==> src/rtl/hazard_pkg.sv <==
// Shared definitions for the pipeline hazard / stall controller:
// controller state encoding and the stall_cause codes it reports.
package hazard_pkg;

    typedef enum logic [1:0] {
        ST_RUN     = 2'd0,
        ST_WAIT_I  = 2'd1,
        ST_WAIT_D  = 2'd2,
        ST_HALTED  = 2'd3
    } state_t;

    typedef enum logic [2:0] {
        CAUSE_NONE     = 3'd0,
        CAUSE_LOAD_USE = 3'd1,
        CAUSE_FLAG     = 3'd2,
        CAUSE_BR_REG   = 3'd3,
        CAUSE_IMISS    = 3'd4,
        CAUSE_DMISS    = 3'd5,
        CAUSE_HALT     = 3'd6
    } cause_t;

endpackage

==> src/rtl/sat_counter.sv <==
// Saturating up-counter: sticks at all-ones instead of wrapping.
module sat_counter #(
    parameter int CNT_W = 16
) (
    input  logic             clk,
    input  logic             clr,
    input  logic             inc,
    output logic [CNT_W-1:0] count
);

    // Synchronous clear has priority; increment only below the ceiling.
    always_ff @(posedge clk) begin
        if (clr) begin
            count <= '0;
        end else if (inc && (count != {CNT_W{1'b1}})) begin
            count <= count + CNT_W'(1);
        end
    end

endmodule

==> src/rtl/hazard_stall_ctrl.sv <==
// Pipeline hazard and stall controller. Stage controls are purely
// combinational from state and inputs; a single stall cause is selected
// by priority and then decoded into write enables / flush / bubble.
module hazard_stall_ctrl
    import hazard_pkg::*;
#(
    parameter int REG_AW       = 4,
    parameter int CNT_W        = 16,
    parameter int BR_REG_STALL = 1
) (
    input  logic              clk,
    input  logic              rst_n,
    input  logic              id_ex_mem_read,
    input  logic              id_ex_reg_write,
    input  logic [REG_AW-1:0] id_ex_rd,
    input  logic              id_ex_sets_flags,
    input  logic              ex_mem_mem_read,
    input  logic [REG_AW-1:0] ex_mem_rd,
    input  logic [REG_AW-1:0] if_id_rs,
    input  logic [REG_AW-1:0] if_id_rt,
    input  logic              if_id_rs_used,
    input  logic              if_id_rt_used,
    input  logic              if_id_branch,
    input  logic              if_id_branchr,
    input  logic              branch_taken,
    input  logic              halt,
    input  logic              imiss_req,
    input  logic              dmiss_req,
    input  logic              imiss_done,
    input  logic              dmiss_done,
    output logic              pc_wen,
    output logic              if_id_wen,
    output logic              id_ex_wen,
    output logic              ex_mem_wen,
    output logic              mem_wb_wen,
    output logic              if_id_flush,
    output logic              id_ex_bubble,
    output logic [2:0]        stall_cause,
    output logic [CNT_W-1:0]  cnt_load_use,
    output logic [CNT_W-1:0]  cnt_flag,
    output logic [CNT_W-1:0]  cnt_miss
);

    state_t state, state_next;
    logic   pend_d, pend_d_next;
    logic   load_use, flag_haz, br_haz;
    cause_t cause;

    // Data / flag / branch-register dependence detection for the ID instruction.
    always_comb begin
        load_use = id_ex_mem_read && (id_ex_rd != '0) &&
                   ((if_id_rs_used && (if_id_rs == id_ex_rd)) ||
                    (if_id_rt_used && (if_id_rt == id_ex_rd)));
        flag_haz = if_id_branch && id_ex_sets_flags;
        br_haz   = (BR_REG_STALL != 0) && if_id_branchr &&
                   ((id_ex_reg_write && (id_ex_rd != '0) && (if_id_rs == id_ex_rd)) ||
                    (ex_mem_mem_read && (ex_mem_rd != '0) && (if_id_rs == ex_mem_rd)));
    end

    // Next state, pending-dmiss latch and prioritised stall cause.
    always_comb begin
        state_next  = state;
        pend_d_next = pend_d;
        cause       = CAUSE_NONE;
        case (state)
            ST_RUN: begin
                if (dmiss_req) begin
                    cause      = CAUSE_DMISS;
                    state_next = ST_WAIT_D;
                end else if (imiss_req) begin
                    cause      = CAUSE_IMISS;
                    state_next = ST_WAIT_I;
                end else if (load_use) begin
                    cause = CAUSE_LOAD_USE;
                end else if (flag_haz) begin
                    cause = CAUSE_FLAG;
                end else if (br_haz) begin
                    cause = CAUSE_BR_REG;
                end else if (halt) begin
                    cause      = CAUSE_HALT;
                    state_next = ST_HALTED;
                end
            end
            ST_WAIT_I: begin
                cause = CAUSE_IMISS;
                if (imiss_done) begin
                    // A data miss raised while fetching is serviced right after.
                    state_next  = (pend_d || dmiss_req) ? ST_WAIT_D : ST_RUN;
                    pend_d_next = 1'b0;
                end else if (dmiss_req) begin
                    pend_d_next = 1'b1;
                end
            end
            ST_WAIT_D: begin
                cause = CAUSE_DMISS;
                if (dmiss_done) begin
                    state_next = ST_RUN;
                end
            end
            ST_HALTED: begin
                cause = CAUSE_HALT;
            end
            default: begin
                state_next = ST_RUN;
            end
        endcase
        // While reset is held the pipeline runs freely with no stall.
        if (!rst_n) begin
            cause = CAUSE_NONE;
        end
    end

    // Decode the selected cause into the stage control signals.
    always_comb begin
        pc_wen       = 1'b1;
        if_id_wen    = 1'b1;
        id_ex_wen    = 1'b1;
        ex_mem_wen   = 1'b1;
        mem_wb_wen   = 1'b1;
        if_id_flush  = 1'b0;
        id_ex_bubble = 1'b0;
        case (cause)
            CAUSE_DMISS: begin
                pc_wen     = 1'b0;
                if_id_wen  = 1'b0;
                id_ex_wen  = 1'b0;
                ex_mem_wen = 1'b0;
                mem_wb_wen = 1'b0;
            end
            CAUSE_IMISS, CAUSE_HALT: begin
                pc_wen      = 1'b0;
                if_id_wen   = 1'b0;
                if_id_flush = 1'b1;
            end
            CAUSE_LOAD_USE, CAUSE_FLAG, CAUSE_BR_REG: begin
                pc_wen       = 1'b0;
                if_id_wen    = 1'b0;
                id_ex_bubble = 1'b1;
            end
            default: begin
                // No stall: a taken branch squashes the wrong-path fetch.
                if_id_flush = rst_n && branch_taken;
            end
        endcase
    end

    assign stall_cause = cause;

    // Controller state and pending data-miss flag.
    always_ff @(posedge clk) begin
        if (!rst_n) begin
            state  <= ST_RUN;
            pend_d <= 1'b0;
        end else begin
            state  <= state_next;
            pend_d <= pend_d_next;
        end
    end

    sat_counter #(.CNT_W(CNT_W)) u_cnt_load_use (
        .clk   (clk),
        .clr   (!rst_n),
        .inc   (cause == CAUSE_LOAD_USE),
        .count (cnt_load_use)
    );

    sat_counter #(.CNT_W(CNT_W)) u_cnt_flag (
        .clk   (clk),
        .clr   (!rst_n),
        .inc   (cause == CAUSE_FLAG),
        .count (cnt_flag)
    );

    sat_counter #(.CNT_W(CNT_W)) u_cnt_miss (
        .clk   (clk),
        .clr   (!rst_n),
        .inc   ((cause == CAUSE_IMISS) || (cause == CAUSE_DMISS)),
        .count (cnt_miss)
    );

endmodule

==> config.mk <==
export PLATFORM = sky130hd
export DESIGN_NAME = hazard_stall_ctrl
export DESIGN_NICKNAME = d
export VERILOG_FILES = /design/src/rtl/hazard_pkg.sv /design/src/rtl/sat_counter.sv /design/src/rtl/hazard_stall_ctrl.sv
export SDC_FILE = /design/constraint.sdc
export NUM_CORES = 1
export LEC_CHECK = 0
export CAP_MARGIN = 20
export CORE_MARGIN = 4
export CORE_UTILIZATION = 45
export CTS_BUF_LIST = sky130_fd_sc_hd__clkbuf_8
export DETAILED_ROUTE_END_ITERATION = 10
export GPL_TIMING_DRIVEN = 0
export PLACE_DENSITY_LB_ADDON = 0.08
export SYNTH_ARGS = -nofsm -noshare
export SYNTH_HDL_FRONTEND = slang
export SYNTH_HIERARCHICAL = 1
export SYNTH_SLANG_ARGS = --single-unit
==> constraint.sdc <==
create_clock -name clk -period 3.45 [get_ports clk]
set_clock_uncertainty 0.1 [all_clocks]
set_input_delay 0.69 -clock clk [delete_from_list [all_inputs] [get_ports clk]]
set_output_delay 0.69 -clock clk [all_outputs]
set_load 0.05 [all_outputs]
==> results of run 1 <==
==> Yosys cell counts, types with 4 or more instances <==
cell / count / area [sq um]
sky130_fd_sc_hd__dfxtp_1: 51 / 1020
sky130_fd_sc_hd__a21oi_1: 35 / 175
sky130_fd_sc_hd__nand2_1: 25 / 93.8
sky130_fd_sc_hd__nor2_1: 24 / 90.1
sky130_fd_sc_hd__or4_1: 22 / 165
sky130_fd_sc_hd__nand3_1: 19 / 95.1
sky130_fd_sc_hd__o31ai_1: 18 / 135
sky130_fd_sc_hd__inv_1: 17 / 63.8
sky130_fd_sc_hd__nor3_1: 15 / 75.1
sky130_fd_sc_hd__o21ai_0: 13 / 65.1
sky130_fd_sc_hd__or3_1: 10 / 62.6
sky130_fd_sc_hd__xor2_1: 10 / 87.6
sky130_fd_sc_hd__and4_1: 9 / 78.8
sky130_fd_sc_hd__nand4_1: 9 / 56.3
sky130_fd_sc_hd__ha_1: 7 / 87.6
sky130_fd_sc_hd__xnor2_1: 7 / 61.3
sky130_fd_sc_hd__clkbuf_1: 6 / 22.5
sky130_fd_sc_hd__mux2i_1: 6 / 60.1
sky130_fd_sc_hd__nor2b_1: 6 / 37.5
sky130_fd_sc_hd__nor4_1: 6 / 37.5
sky130_fd_sc_hd__mux2_2: 4 / 45.0
sky130_fd_sc_hd__nand3b_1: 4 / 30.0
==> final timing paths <==
| check | slack (ns) | to | start |
|---|---|---|---|
| setup / recovery | 0.01 | if_id_flush | id_ex_rd[3] |
| hold reg to reg | 0.43 | state[0] | state[0] |
| hold / removal | 0.43 | state[0] | state[0] |
| setup reg to reg | 0.31 | u_cnt_flag/count[15] | state[0] |
==> power by group <==
part | total (W) | switching [W] | internal, W
sequential | 0.000621 | 0.0000172 | 0.000603
clock | 0.000370 | 0.000208 | 0.000162
combinational | 0.000467 | 0.000273 | 0.000194
total | 0.00146 | 0.000498 | 0.000959
==> area by class of cell <==
| cell class | instances | area share |
|---|---|---|
| multi-input combinational | 295 | 0.483 |
| clock inverter | 2 | 0.00278 |
| sequential | 51 | 0.227 |
| buffer | 14 | 0.0162 |
| timing repair buffer | 101 | 0.210 |
| inverter | 18 | 0.0159 |
| clock buffer | 6 | 0.0184 |
| tap | 96 | 0.0267 |
==> layer usage <==
metal / share of wire / GRT usage / wire length (um)
met3: 0.045 / 0.0398 / 385
met5: 0 / 0 / 0
met1: 0.45 / 0.259 / 3860
met4: 0.010 / 0.0582 / 90
met2: 0.50 / 0.341 / 4280
==> what timing repair did <==
item | in CTS | in global routing
pin swaps | 20 | 13
gates cloned | 0 | 0
setup endpoints to repair | 53 | 32
gates resized for setup | 112 | 22
setup buffers | 8 | 4
==> state kept, by name (all words and copies together), names as in the netlist <==
name                  flops
u_cnt_flag/count         16
u_cnt_load_use/count     16
state                     2
pend_d                    1
u_cnt_miss/count         16
==> through the flow <==
| step | util | worst slack [ns] |
|---|---|---|
| 5_1_grt | 0.654 | -0.0914 |
| 4_1_cts | 0.652 | -0.00599 |
| 6_report | 0.654 | 0.00970 |
| 2_1_floorplan | - | -0.200 |
| 3_5_place_dp | 0.623 | -1.11 |
| 3_3_place_gp | 0.623 | -1.10 |
==> logic make-up after synthesis <==
| group | after synthesis | share of synthesized area |
|---|---|---|
| AND/OR/NAND/NOR | 174 | 0.346 |
| XOR/XNOR | 17 | 0.0463 |
| multiplexers | 10 | 0.0327 |
| buffers and inverters | 34 | 0.0467 |
| adder cells (fa/ha/maj) | 7 | 0.0272 |
| flip-flops | 51 | 0.317 |
| AO/OA/AOI/OAI | 87 | 0.184 |
==> tightest hold or removal path, stage by stage (launching register included) <==
cell and delay, ns:
sky130_fd_sc_hd__dfxtp_1 0.36, sky130_fd_sc_hd__nand2_1 0.07, sky130_fd_sc_hd__mux2i_1 0.06
==> run summary, run 1 <==
Setup repair after global routing could not meet its margin everywhere. The depth of the worst hold-timing path is 2. The library cells used most frequently in the layout, excluding fill and tap cells, are sky130_fd_sc_hd__clkdlybuf4s50_1 (61), sky130_fd_sc_hd__dfxtp_1 (51), sky130_fd_sc_hd__a21oi_1 (33), sky130_fd_sc_hd__nor2_1 (24), sky130_fd_sc_hd__nand2_1 (24). The largest individual stage delay along the critical path comes from the cell sky130_fd_sc_hd__or4_4.

For this run, the number of Yosys warnings is 6. The average routed wire per standard cell came out at 14.8 um. The global-route wire length before repair came out at 14.3 mm. The layout filler cell count is 599. The CTS buffer count came out at 5. The run finished with clean final reports. Traced cell by cell, the critical path runs through buf_8 > or4_4 > and4_4 > a221oi_4 > a2bb2oi_4 > mux2i_4 > buf_6 > nor4_4 > buf_6.

The number of violations reported at the end of detailed-routing iteration 0 is 120. The power density relative to cell area is 324 nW/um^2. The post-synth design cell area is 3220 sq um. The number of vias per cell is 5.69. STA classifies the critical path endpoint as a primary output. The number of antenna violations at the first check in global routing is 0.

The library cell used most frequently in the layout, excluding fill and tap cells, is sky130_fd_sc_hd__clkdlybuf4s50_1. The routed wire length came out at 8.62 mm. The critical path depth in cells is 9. The maximum number of pins on one net before global-route repair came out at 16.

The clock latency on the worst-skew pair came out at 0.30 ns. Summing all non-filler instances in the final layout gives an area of 4490 sq um. The detailed-route via count is 3318. The sequential cell area is 1020 sq um.

The count of buffers added on input and output ports is 89. The floorplan row count came out at 30. Setup total negative slack on the finished layout was measured at 0 ns. The global-route congestion overflow total came out at 0. The share of synthesized flip-flops with an asynchronous set or reset came out at 0. The number of hold buffers added after CTS is 0. The count of final hold-check violations came out at 0. Clock-pin slew was measured on the worst setup and hold paths at 0.09 ns. The core box area came out at 6870 sq um. The final critical-path share of the clock period came out at 0.997. The number of clock sinks seen by CTS came out at 51. The sequential area share after synthesis is 0.317. In this run the horizontal extent of the chip is 92.6 um. The share of cells above drive strength 1 came out at 0.175. The height of the die is 92.6 um.

The initial utilization of the core area, before any placement, comes to 0.468. The detailed placement HPWL came out at 6.40 mm. Summing all multi-input logic gate instances after layout gives 2170 sq um. The critical path buffer and inverter count came out at 3. The actual slew at the worst max-slew pin came out at 0.672 ns. The maximum vdd ir drop is 265 uV. The required time of the critical path came out at 2.66 ns. The sum of internal, switching and leakage power is 0.00146 W.

The upper clock frequency limit is 291 MHz. The number of placed instances, taps included, is 565. The area growth from synthesis to layout came out at 39.6%.

For this run, design rule violations remaining after detail routing come to 0. The relative max-transition margin came out at 0.546. Hold is met by 0.429 ns. The delay of the slowest cell on the worst path is 0.54 ns.

The tightest min-delay check is of the reg2reg type. The average instance area after synthesis is 8.47 sq um. For the worst flop-to-flop path, the logic depth is 12. The max-cap check violation count is 0. The repair_antennas step left the layout with diodes totalling 0. The number of levels in the clock H-tree came out at 2. The post-place instance area came out at 4280 sq um. The tree is rooted in a sky130_fd_sc_hd__clkbuf_8. The most prevalent standard cell on the critical path is sky130_fd_sc_hd__buf_6. For this run, the leading register cell type out of synthesis is sky130_fd_sc_hd__dfxtp_1.

STA classifies the critical path startpoint as a primary input. The I/O pin count is 90. The cell class contributing the biggest share of worst-path delay is simple AND/OR/NAND/NOR gates. Synthesis handed over a netlist of 380 instances.

The floorplan step defined a die boundary enclosing 8570 sq um. The maximum root-to-sink buffer count came out at 2. In this run the worst path has a maximum fanout of 4. The first-pass iteration count of the detailed router came out at 5. The via count of the first global-routing pass is 3040.

The max-slew violation count is 0. TritonCTS built the clock tree. The congestion estimate from routability-driven global placement came to 0.827.

The number of synthesized flops with an enable pin is 0. The number of distinct library cells after synthesis is 55. The synthesis-stage register bit count came out at 51. The data arrival at the endpoint of the critical path came out at 2.65 ns. The number of non-filler instances in the completed layout came out at 583. The leakage power of the design is 1.55 nW. The number of nets in the final layout came out at 525. The class of the most critical setup path is in2out.

The number of nets produced by synthesis is 419. In the global route stage, overall resource usage came out at 0.202. Setup violations remaining at the end of the flow were counted as 0. The minimum clock period came out at 3.44 ns. The count of antenna-violating nets left after detailed routing is 0.
Note: power is estimated with default switching activity, not from simulation.
==> run 2: changes to the inputs <==
--- a/config.mk
+++ b/config.mk
@@ -5,13 +5,15 @@
 export SDC_FILE = /design/constraint.sdc
 export NUM_CORES = 1
 export LEC_CHECK = 0
+export ABC_CLOCK_PERIOD_IN_PS = 4100
 export CAP_MARGIN = 20
 export CORE_MARGIN = 4
-export CORE_UTILIZATION = 45
+export CORE_UTILIZATION = 54
 export CTS_BUF_LIST = sky130_fd_sc_hd__clkbuf_8
 export DETAILED_ROUTE_END_ITERATION = 10
 export GPL_TIMING_DRIVEN = 0
 export PLACE_DENSITY_LB_ADDON = 0.08
+export SLEW_MARGIN = 20
 export SYNTH_ARGS = -nofsm -noshare
 export SYNTH_HDL_FRONTEND = slang
 export SYNTH_HIERARCHICAL = 1
==> constraint.sdc (replaced) <==
create_clock -name clk -period 4.1 [get_ports clk]
set_clock_uncertainty 0.1 [all_clocks]
set_input_delay 0.82 -clock clk [delete_from_list [all_inputs] [get_ports clk]]
set_output_delay 0.82 -clock clk [all_outputs]
set_load 0.05 [all_outputs]
==> run summary, run 2 (synthesized netlist as in run 1, its figures left out) <==
The end-of-flow core utilization is 0.774 (was 0.654). The detailed placement HPWL is 6.35 mm (was 6.40 mm). The data arrival at the endpoint of the critical path is 3.09 ns (was 2.65 ns). The number of vias per cell is 5.99 (was 5.69). The CTS clock-pin slew for the worst setup and hold paths was 0.09 ns (about the same). The residual DRC count came out at 0 (unchanged). The class of the tightest hold or removal check is reg2reg (unchanged). The relative max-transition margin came to 0.571 (was 0.546). The worst setup path endpoint is id_ex_wen (was if_id_flush). The startpoint of the lowest-slack register-to-register path is state[1] (was state[0]). The I/O pin count came out at 90 (unchanged). The height of the die is 85.2 um (was 92.6 um). The first-pass iteration count of the detailed router is 5 (unchanged).

The required time of the critical path came to 3.18 ns (was 2.66 ns). The element type at the critical path start is a primary input (unchanged). The sum of internal, switching and leakage power is 0.00125 W (was 0.00146 W). Run status: complete, no violations (unchanged).

The antenna diode count is 0 (unchanged). The delay of the slowest cell on the worst path is 0.56 ns (was 0.54 ns). The clock latency on the worst-skew pair is 0.30 ns (about the same). In the finished design, the share of the clock period the worst path needs comes to 0.978. The path depth of the worst reg2reg path came out at 11 (was 12). The most prevalent standard cell on the critical path is sky130_fd_sc_hd__buf_4 (was sky130_fd_sc_hd__buf_6). The area growth from synthesis to layout came to 35.8% (was 39.6%). The leakage power of the design is 1.50 nW (was 1.55 nW).

The upper clock frequency limit came out at 249 MHz. The global router's overall resource usage came out at 0.230 (was 0.202). The maximum number of pins on one net before global-route repair came out at 17 (was 16).

The number of violations reported at the end of detailed-routing iteration 0 came out at 217 (was 120). The most common cell after layout, fill and taps aside is sky130_fd_sc_hd__clkdlybuf4s50_1 (unchanged). The final sum of negative setup slack was 0 ns (unchanged).

The clock tree from TritonCTS is built (unchanged). The layout filler cell count is 398 (was 599). The die width is 85.2 um (was 92.6 um). The max-slew violation count was 0 (unchanged). The maximum fanout count along the critical path is 6 (was 4). The routed wire length came out at 8.30 mm (was 8.62 mm). The slack of the critical path is 0.0901 ns (was 0.00970 ns). Largest registers ranked by flip-flop count: u_cnt_flag/count (16), u_cnt_load_use/count (16), u_cnt_miss/count (16) (unchanged). Unrepaired setup endpoints after global routing: true (unchanged). The clock tree root buffer cell is sky130_fd_sc_hd__clkbuf_8 (unchanged). The via count of the first global-routing pass came out at 3084 (was 3040).

The number of antenna violations at the first check in global routing is 0 (unchanged). The number of nets in the final layout came out at 516 (was 525). The class of the most critical setup path was in2out (unchanged).

The post-place setup slack is -0.689 ns (was -1.11 ns). The maximum vdd ir drop came to 256 uV (was 265 uV). The critical path's slowest cell was sky130_fd_sc_hd__or4_4 (unchanged). The count of final hold-check violations came to 0 (unchanged).

The global-route wire length before repair came to 14.2 mm (was 14.3 mm). Most frequent cells in the layout: sky130_fd_sc_hd__clkdlybuf4s50_1 (72), sky130_fd_sc_hd__dfxtp_1 (51), sky130_fd_sc_hd__a21oi_1 (34), sky130_fd_sc_hd__nand2_1 (25), sky130_fd_sc_hd__nor2_1 (24) (was sky130_fd_sc_hd__clkdlybuf4s50_1 (61), sky130_fd_sc_hd__dfxtp_1 (51), sky130_fd_sc_hd__a21oi_1 (33), sky130_fd_sc_hd__nor2_1 (24), sky130_fd_sc_hd__nand2_1 (24)). The worst-case register-to-register setup slack is 0.82 ns (was 0.31 ns). For the finished layout, the period the worst path requires is 4.01 ns. The floorplan row count came to 27 (was 30). The core box area is 5640 sq um (was 6870 sq um). The global-route congestion overflow total was 0 (unchanged). The max-cap check violation count came out at 0 (unchanged).

The actual slew at the worst max-slew pin was 0.635 ns (was 0.672 ns). The endpoint class of the critical path is a primary output (unchanged). The maximum root-to-sink buffer count is 2 (unchanged). The count of antenna-violating nets left after detailed routing is 0 (unchanged). Critical path cell sequence: dlygate4sd2_1 > or4_4 > and4_4 > a221oi_4 > a31o_4 > and2_4 > buf_6 > nand3_4 > buf_4 > buf_4 (was buf_8 > or4_4 > and4_4 > a221oi_4 > a2bb2oi_4 > mux2i_4 > buf_6 > nor4_4 > buf_6). The detailed-route via count was 3295 (was 3318). The power density relative to cell area is 287 nW/um^2 (was 324 nW/um^2). The launching instance or port of the critical path is id_ex_rd[0] (was id_ex_rd[3]). The CTS buffer count came out at 5 (unchanged).

The number of hold buffers added after CTS came out at 0 (unchanged). The worst slack on hold paths came out at 0.429 ns (about the same). The floorplan die area is 7260 sq um (was 8570 sq um). The number of buffer cells added on primary ports came to 89 (unchanged). The total setup violations reported at the end of the flow came to 0 (unchanged). The initial core utilization is 0.570 (was 0.468). The end of the worst register-to-register path is u_cnt_flag/count[9] (was u_cnt_flag/count[15]). The number of clock sinks seen by CTS is 51 (unchanged). The number of levels in the clock H-tree is 2 (unchanged). The average routed wire per standard cell came to 15.1 um (was 14.8 um). The share of cells above drive strength 1 is 0.126 (was 0.175). The final weighted congestion of routability-driven global placement is 0.857 (was 0.827).
run 2: report_power, final:
part	internal (W)	total [W]	switching, W
sequential	0.000508	0.000523	0.0000149
combinational	0.000141	0.000354	0.000213
clock	0.000201	0.000375	0.000174
run 2: how the worst min path moves through the flow:
stage / from / endpoint / slack (ns) / cells past startpoint
floorplan: state[1] / state[1] / 0.37 / 2
global placement: state[0] / state[0] / 0.39 / 2
detailed placement: state[0] / state[0] / 0.41 / 2
CTS: state[0] / state[0] / 0.42 / 2
global route: pend_d / pend_d / 0.46 / 2
finish: state[0] / state[0] / 0.43 / 2
run 2: layer usage:
metal | track usage | wire length (um) | share of wire
met4 | 0.0504 | 59 | 0.0071
met1 | 0.316 | 3780 | 0.45
met5 | 0 | 0 | 0
met2 | 0.386 | 4050 | 0.49
met3 | 0.0291 | 421 | 0.051
run 2: cell type report:
type | count | area (sq um) | share of cell area
multi-input cells | 295 | 2110 | 0.483
flip-flops and latches | 51 | 1020 | 0.234
repair buffers | 90 | 878 | 0.201
well taps | 72 | 90.1 | 0.0206
clock buffers | 6 | 82.6 | 0.0189
plain buffers | 16 | 82.6 | 0.0189
inverters | 18 | 67.6 | 0.0155
clock inverters | 2 | 38.8 | 0.00888
run 2: what timing repair did:
action | CTS | global route
endpoints found under the setup margin | 10 | 24
buffers inserted | 0 | 1
resized for setup | 52 | 11
gates cloned | 0 | 0
pin swaps | 1 | 5
run 2: stage by stage:
| stage | cells | instance area, sq um |
|---|---|---|
| floorplan | 380 | 3230 |
| global placement | 541 | 4210 |
| detailed placement | 541 | 4210 |
| CTS | 549 | 4320 |
| global route | 550 | 4370 |
| finish | 550 | 4370 |
run 2: critical path, delay by kind of cell:
family                 cells  cell delay [ns]
buffers and inverters      4             0.72
AOI/OAI and AO/OA          2             0.54
and+or+nand+nor            4             1.02
